===== src/rtl/red_pitaya_pwm_pkg.sv =====
// Shared constants and the saturating duty adder for the PWM DAC channel.
// Constants cover the config word layout, the 16-period frame and the default period.
package red_pitaya_pwm_pkg;

  localparam int PWM_CFG_W      = 24;
  localparam int PWM_DUTY_W     = 8;
  localparam int PWM_DITHER_W   = 16;
  localparam int PWM_FRAME_LEN  = 16;
  localparam int PWM_PERIOD_DEF = 156;
  localparam int PWM_EFF_W      = PWM_DUTY_W + 1;
  localparam int PWM_K_W        = 4;

  // Nine-bit sum so duty=255 plus a dither bit cannot wrap before clamping.
  function automatic logic [PWM_EFF_W-1:0] pwm_sat_add(
    input logic [PWM_DUTY_W-1:0] duty,
    input logic                  dith,
    input logic [PWM_EFF_W-1:0]  limit
  );
    logic [PWM_EFF_W-1:0] sum;
    sum = {1'b0, duty} + {{(PWM_EFF_W-1){1'b0}}, dith};
    return (sum > limit) ? limit : sum;
  endfunction

endpackage


===== src/rtl/red_pitaya_pwm_dac_if.sv =====
// Config/output bundle of one PWM DAC channel.
// cfg_i is a level with no valid/ready: the channel samples it only at frame end.
interface red_pitaya_pwm_dac_if;
  import red_pitaya_pwm_pkg::*;

  logic [PWM_CFG_W-1:0] cfg_i;
  logic                 pwm_o;
  logic                 frame_o;

  modport master (output cfg_i, input pwm_o, input frame_o);
  modport slave  (input cfg_i, output pwm_o, output frame_o);

endinterface


===== src/rtl/red_pitaya_pwm_cnt.sv =====
// Period counter (cnt, 0..PERIOD-1) and period-in-frame index (k, 0..15).
// Flags the last cycle of each period and of each 16-period frame.
module red_pitaya_pwm_cnt
  import red_pitaya_pwm_pkg::*;
#(
  parameter int PERIOD = PWM_PERIOD_DEF
) (
  input  logic                  clk_i,
  input  logic                  rst_i,
  output logic [PWM_DUTY_W-1:0] cnt_o,
  output logic [PWM_K_W-1:0]    k_o,
  output logic                  period_end_o,
  output logic                  frame_end_o
);

  localparam logic [PWM_DUTY_W-1:0] CNT_LAST = PWM_DUTY_W'(PERIOD - 1);
  localparam logic [PWM_K_W-1:0]    K_LAST   = PWM_K_W'(PWM_FRAME_LEN - 1);

  logic [PWM_DUTY_W-1:0] cnt_q, cnt_d;
  logic [PWM_K_W-1:0]    k_q, k_d;
  logic                  period_end;
  logic                  frame_end;

  always_comb begin
    period_end = (cnt_q == CNT_LAST);
    frame_end  = period_end && (k_q == K_LAST);
    cnt_d      = period_end ? '0 : cnt_q + 1'b1;
    // k wraps 15->0 naturally at four bits.
    k_d        = period_end ? k_q + 1'b1 : k_q;
  end

  always_ff @(posedge clk_i) begin
    if (rst_i) begin
      cnt_q <= '0;
      k_q   <= '0;
    end else begin
      cnt_q <= cnt_d;
      k_q   <= k_d;
    end
  end

  assign cnt_o        = cnt_q;
  assign k_o          = k_q;
  assign period_end_o = period_end;
  assign frame_end_o  = frame_end;

endmodule


===== src/rtl/red_pitaya_pwm_dac.sv =====
// Single-channel PWM DAC with 16-period dithering; cfg_i is loaded once per frame.
// Dithering is built only when RED_PITAYA_PWM_DITHER_EN is defined.
module red_pitaya_pwm_dac
  import red_pitaya_pwm_pkg::*;
#(
  parameter int PERIOD = PWM_PERIOD_DEF
) (
  input  logic                 clk_i,
  input  logic                 rst_i,
  red_pitaya_pwm_dac_if.slave  bus
);

  localparam logic [PWM_EFF_W-1:0] EFF_MAX = PWM_EFF_W'(PERIOD);

  logic [PWM_DUTY_W-1:0] cnt;
  logic [PWM_K_W-1:0]    k;
  logic [PWM_K_W-1:0]    k_next;
  logic                  period_end;
  logic                  frame_end;

  logic [PWM_DUTY_W-1:0] cur_duty_q, cur_duty_d;
  logic [PWM_EFF_W-1:0]  eff_q, eff_d;
  logic                  pwm_q, pwm_d;
  logic                  frame_q, frame_d;
  logic                  dith_load;
  logic                  dith_run;

  red_pitaya_pwm_cnt #(
    .PERIOD(PERIOD)
  ) u_cnt (
    .clk_i        (clk_i),
    .rst_i        (rst_i),
    .cnt_o        (cnt),
    .k_o          (k),
    .period_end_o (period_end),
    .frame_end_o  (frame_end)
  );

  assign k_next = k + 1'b1;

`ifdef RED_PITAYA_PWM_DITHER_EN
  logic [PWM_DITHER_W-1:0] cur_dith_q, cur_dith_d;

  always_comb begin
    cur_dith_d = frame_end ? bus.cfg_i[PWM_DITHER_W-1:0] : cur_dith_q;
    // Period 0 of the next frame takes bit 0 straight from cfg_i, as the shadow loads on the same edge.
    dith_load  = bus.cfg_i[0];
    dith_run   = cur_dith_q[k_next];
  end

  always_ff @(posedge clk_i) begin
    if (rst_i) cur_dith_q <= '0;
    else       cur_dith_q <= cur_dith_d;
  end
`else
  logic unused_dith;

  assign unused_dith = ^{bus.cfg_i[PWM_DITHER_W-1:0], k_next};
  assign dith_load   = 1'b0;
  assign dith_run    = 1'b0;
`endif

  always_comb begin
    cur_duty_d = cur_duty_q;
    eff_d      = eff_q;
    if (frame_end) begin
      cur_duty_d = bus.cfg_i[PWM_CFG_W-1:PWM_DITHER_W];
    end
    if (period_end) begin
      if (frame_end) eff_d = pwm_sat_add(bus.cfg_i[PWM_CFG_W-1:PWM_DITHER_W], dith_load, EFF_MAX);
      else           eff_d = pwm_sat_add(cur_duty_q, dith_run, EFF_MAX);
    end
    pwm_d   = ({1'b0, cnt} < eff_q);
    frame_d = frame_end;
  end

  always_ff @(posedge clk_i) begin
    if (rst_i) begin
      cur_duty_q <= '0;
      eff_q      <= '0;
      pwm_q      <= 1'b0;
      frame_q    <= 1'b0;
    end else begin
      cur_duty_q <= cur_duty_d;
      eff_q      <= eff_d;
      pwm_q      <= pwm_d;
      frame_q    <= frame_d;
    end
  end

  assign bus.pwm_o   = pwm_q;
  assign bus.frame_o = frame_q;

endmodule


===== src/flat_wrapper.sv =====
// flat-port wrapper written by rule: the top's interface ports become plain ports
module red_pitaya_pwm_dac_flat import red_pitaya_pwm_pkg::*;
#(
  parameter int PERIOD = PWM_PERIOD_DEF
)
  (clk_i, rst_i, bus_cfg_i, bus_pwm_o, bus_frame_o);
  red_pitaya_pwm_dac_if bus_i ();
  input  logic clk_i;
  input  logic rst_i;
  input wire logic [$bits(bus_i.cfg_i)-1:0] bus_cfg_i;
  output wire logic [$bits(bus_i.pwm_o)-1:0] bus_pwm_o;
  output wire logic [$bits(bus_i.frame_o)-1:0] bus_frame_o;
  assign bus_i.cfg_i = bus_cfg_i;
  assign bus_pwm_o = bus_i.pwm_o;
  assign bus_frame_o = bus_i.frame_o;
  red_pitaya_pwm_dac #(.PERIOD(PERIOD)) u_core (.clk_i(clk_i), .rst_i(rst_i), .bus(bus_i));
endmodule

===== config.mk =====
export PLATFORM = sky130hd
export DESIGN_NAME = red_pitaya_pwm_dac_flat
export DESIGN_NICKNAME = d
export VERILOG_FILES = /design/src/rtl/red_pitaya_pwm_pkg.sv /design/src/rtl/red_pitaya_pwm_dac_if.sv /design/src/rtl/red_pitaya_pwm_cnt.sv /design/src/rtl/red_pitaya_pwm_dac.sv /design/src/flat_wrapper.sv
export SDC_FILE = /design/constraint.sdc
export NUM_CORES = 1
export LEC_CHECK = 0
export ABC_AREA = 1
export BUFFER_PORTS_ARGS = -buffer_cell sky130_fd_sc_hd__buf_2
export CAP_MARGIN = 40
export CELL_PAD_IN_SITES_DETAIL_PLACEMENT = 1
export CELL_PAD_IN_SITES_GLOBAL_PLACEMENT = 1
export CORE_ASPECT_RATIO = 1.1
export CORE_MARGIN = 1.5
export CORE_UTILIZATION = 42
export DETAILED_ROUTE_END_ITERATION = 12
export GPL_ROUTABILITY_DRIVEN = 0
export GPL_TIMING_DRIVEN = 0
export PLACE_DENSITY = 0.87
export SYNTH_ARGS = -nofsm -noshare
export SYNTH_HDL_FRONTEND = slang
export SYNTH_HIERARCHICAL = 1
export SYNTH_SLANG_ARGS = --single-unit

===== constraint.sdc =====
create_clock -name clk_i -period 5.05 [get_ports clk_i]
set_input_delay 0.2525 -clock clk_i [delete_from_list [all_inputs] [get_ports clk_i]]
set_output_delay 0.2525 -clock clk_i [all_outputs]
set_load 0.01 [all_outputs]

-- Word level (Yosys, flattened, before mapping)
Cells that the tools add are included.
- bits of input ports: 26
- logic and storage cells: 18
- output and inout port bits: 2
- bits in registers: 31
- order comparisons: 3
- mux-type cells: 3
- equal/unequal tests: 2
- reduce and logical (&&, ||, !) cells: 2
- $add $sub $neg: 2
- operator list (kind ; number):
    $gt A8 B8 Y1 const B ; 2
    $mux W8 ; 2
    $lt A8 B9 Y1 ; 1
    $mux W9 ; 1
    $add A8 B1 Y8 const B ; 1
    $eq A8 B8 Y1 const B ; 1
    $add A4 B1 Y4 const B ; 1
    $eq A4 B4 Y1 const B ; 1
    $reduce_or A2 Y1 ; 1
    $logic_and A1 B1 Y1 ; 1

-- Logic depth before layout (Yosys ltp)
- word-level depth: 3
- gate-level depth with buffers: 14
- mapped depth without buffers: 13

-- By module
The synthesis kept the hierarchy.
- by module, submodules not included (module ; area each (um^2) ; cells an instance ; sequential area each (um^2) ; instances):
    red_pitaya_pwm_dac ; 1026.0 ; 151 ; 360.3 ; 1
    red_pitaya_pwm_cnt ; 614.3 ; 82 ; 240.2 ; 1

-- Least setup slack after synthesis
OpenSTA, ideal clock, no wires.
- path type: reg-to-reg
- start point: register u_core.u_cnt.cnt_q[0], in the netlist u_core/u_cnt/cnt_o[0]
- end point: register u_core.eff_q[0]
- setup time: 0.115 ns
- buffers on the path: 2
- arrival: 1.659 ns
- setup slack: 3.275 ns
- required time: 4.935 ns
- cell stages (with the launch flop): 13
- period minus slack after synthesis: 1.775 ns
- path through: dfxtp_1 -> ha_1 -> nand3_2 -> nor2_8 -> nand3_1 -> nor2_1 -> buf_4 -> inv_2 -> buf_6 -> nand2_1 -> nor2_1 -> o21ai_0 -> inv_1
- longest elaborated chain between the ends: 3
- ends and longest elaborated chain (item ; line ; RTL):
    from (decl) ; red_pitaya_pwm_cnt.sv:19 ; logic [PWM_DUTY_W-1:0] cnt_q, cnt_d;
    from (signal assigned) ; red_pitaya_pwm_cnt.sv:37 ; cnt_q <= cnt_d;
    $eq A8 B8 Y1 ; red_pitaya_pwm_cnt.sv:25 ; period_end = (cnt_q == CNT_LAST);
    via u_core.period_end ; red_pitaya_pwm_dac.sv:18 ; logic period_end;
    $logic_and A1 B1 Y1 ; red_pitaya_pwm_cnt.sv:26 ; frame_end = period_end && (k_q == K_LAST);
    via u_core.frame_d ; red_pitaya_pwm_dac.sv:24 ; logic frame_q, frame_d;
    $mux W9 ; red_pitaya_pwm_dac.sv:70 ; if (frame_end) eff_d = pwm_sat_add(bus.cfg_i[PWM_CFG_W-1:PWM_DITHER_W], dith_load, EFF_MAX);
    to (signal assigned) ; red_pitaya_pwm_dac.sv:80 ; eff_q <= '0;
    to (signal assigned) ; red_pitaya_pwm_dac.sv:85 ; eff_q <= eff_d;
    to (decl) ; red_pitaya_pwm_dac.sv:22 ; logic [PWM_EFF_W-1:0] eff_q, eff_d;
The timed path passes the listed nets, and every way through them passes these cells.
A chain may end at the register's enable or synchronous reset.

-- Worst setup path after layout
Ends and elaborated chain as after synthesis.

==> metrics.csv <==
metric;value;unit
run status;complete, no violations;
total gr overflow;0;
Pwr Total;470;uW
Layout area overhead;12.7;%
Post-CTS Resized;0;
Synth Area per Inst;7.04;um2
Die ar.;4290;um2
antenna cells;0;
max-slew violation count;0;
Hold Crit Depth;3;
IO Port Bufs;11;
largest net degree at the start of global routing;14;
per-cell routed wire length;12.5;um
initial antenna violation count;0;
measured slew at the worst slew-check pin;0.493;ns
first-pass GRT wire length;6670;um
DR iter-0 viols;49;
final worst-path cycle share;42.4;%
worst hold margin;0.248;ns
Peak Freq;467;MHz
placed cell count;294;
WP data required;5.23;ns
Synth Instances;233;
number of synthesis warnings;6;
DRC Markers;0;
share of layout cells above drive strength 1;17.1;%
vias in the first global route;1528;
final hold violation count;0;
final setup fails;0;
Non-Filler Instances;302;
gr usage total;20.5;%
R2R cell count;12;
Clock Pin Slew Worst Setup and Hold Paths;0.07;ns
Setup CP Type;flip-flop to flip-flop;
I/O Pins;28;
post-route ant nets;0;
pwr dens;254;nW/um2
clk_skew;0.00916;ns
dpl hpwl;2870;um
Starting Density;44.5;%
cts hold-fix bufs;0;
drt total wl;3790;um
row count;23;
crit-path max FO;13;
sequential element share of the synthesized area;36.6;%
vias;1461;
flops & latches, synth;30;
post-layout minimum cycle time;2.14;ns
CTS Buf Count;5;
1st-pass router iterations;3;
Leak;0.000863;uW
synthesized area;1640;um2
clock buffer depth;2;
CORE AREA;3680;um2
Die X-Extent;62.6;um
maxcap violations;0;
H-Tree Depth;2;
Root Driver;clkbuf_8;
Worst VDD drop;0.140;mV
Crit. End Element;flip-flop;
clk sink count;30;
Post-layout nets;286;
Layout fillers;525;
Via density;4.84;
total negative slack;0;ns
Post-CTS Setup Bufs;0;
die height;68.5;um
synth unique cells;28;
RSZ-0062 raised after global routing;false;
HP Class;input port to flip-flop;
syn_nets;268;
TritonCTS clock tree;done;
startpoint types;flip-flop;
Slew Limit Headroom;67.1;%
Worst-Skew Late Latency;0.29;ns
Worst EP arrival;2.32;ns
[sequential cells by signal, indices dropped and copies added (netlist names)]
signal	cells
u_core/bus.frame_o	1
u_core/bus.pwm_o	1
u_core/cur_duty_q	8
u_core/eff_q	8
u_core/u_cnt/cnt_o	8
u_core/u_cnt/k_o	4
[metrics by stage]
step,util [%],cell area [um2],worst slack (ns)
floorplan,-,1640,3.28
global placement,47.7,1760,2.99
detailed placement,47.7,1760,2.93
CTS,50.2,1850,2.91
global route,50.2,1850,2.73
finish,50.2,1850,2.91
[logic make-up (layout without fill, tap and decap cells)]
family	count (synthesis)	in the layout	share of synthesized area [%]
buffers and inverters	43	62	10.6
AO/OA/AOI/OAI	42	42	14.0
XOR/XNOR	2	2	1.07
adder cells (fa/ha/maj)	9	9	6.87
flip-flops	30	30	36.6
AND/OR/NAND/NOR	107	107	30.8
[cell usage after synthesis, drive strengths merged]
master  number  share of area [%]
nand2       58                 15
inv         39                8.9
dfxtp       30                 37
nor2        27                8.1
a21oi       24                8.2
nand3       17                5.8
o21ai       16                4.9
ha           9                6.9
buf          2                1.1
nand4        2               0.76
xor2         2                1.1
a21o         1               0.46
and3         1               0.38
clkbuf       1               0.23
clkinv       1               0.30
nor3         1               0.61
o211ai       1               0.46
or2          1               0.38
[final cells by class]
type                       count  area (um2)  area share [%]
buffer                         3        22.5            1.22
clock inverter                 1        5.00           0.271
timing repair buffer          11        55.1            2.98
tap                           50        62.6            3.38
sequential                    30         601            32.5
inverter                      40         151            8.19
multi-input combinational    160         866            46.8
clock buffer                   7        86.3            4.67
[critical path, stage by stage, from the launching register on]
cell and delay (ns):
dfxtp_1 0.39, ha_1 0.26, nand3_2 0.15, nor2_8 0.26, nand3_1 0.10, nor2_1 0.13
buf_4 0.19, inv_2 0.06, buf_6 0.14, nand2_1 0.10, nor2_1 0.05, o21ai_0 0.14
inv_1 0.05
[layer usage]
metal  global-route usage (%)  vias up  routed length (um)
li1                         -      775                   -
met3                     4.87        5                  93
met2                     41.9       14                1990
met4                     7.50        0                  51
met1                     20.5      667                1650
met5                        0        -                   0
[cells in the final DEF (no fill, tap or decap), drive strengths merged]
cell    instances
nand2          58
inv            39
dfxtp          30
nor2           27
a21oi          24
nand3          17
o21ai          16
buf            13
ha              9
clkbuf          8
clkinv          2
nand4           2
xor2            2
and3            1
o211ai          1
a21o            1
or2             1
nor3            1
[worst paths after layout]
kind	startpoint	to	slack (ns)
setup / recovery	u_core/u_cnt/cnt_o[0]	u_core/eff_q[0]	2.91
hold / removal	bus_cfg_i[18]	u_core/cur_duty_q[2]	0.25
setup reg to reg	u_core/u_cnt/cnt_o[0]	u_core/eff_q[0]	2.91
hold reg to reg	u_core/u_cnt/cnt_o[0]	u_core/u_cnt/cnt_o[0]	0.47
[power by group]
| part | switching (uW) | internal, uW | total, uW |
|---|---|---|---|
| Clock | 90.5 | 110 | 200 |
| Sequential | 2.27 | 239 | 242 |
| Combinational | 18.2 | 10.3 | 28.4 |
No activity file was read; power rests on OpenSTA's default activity.
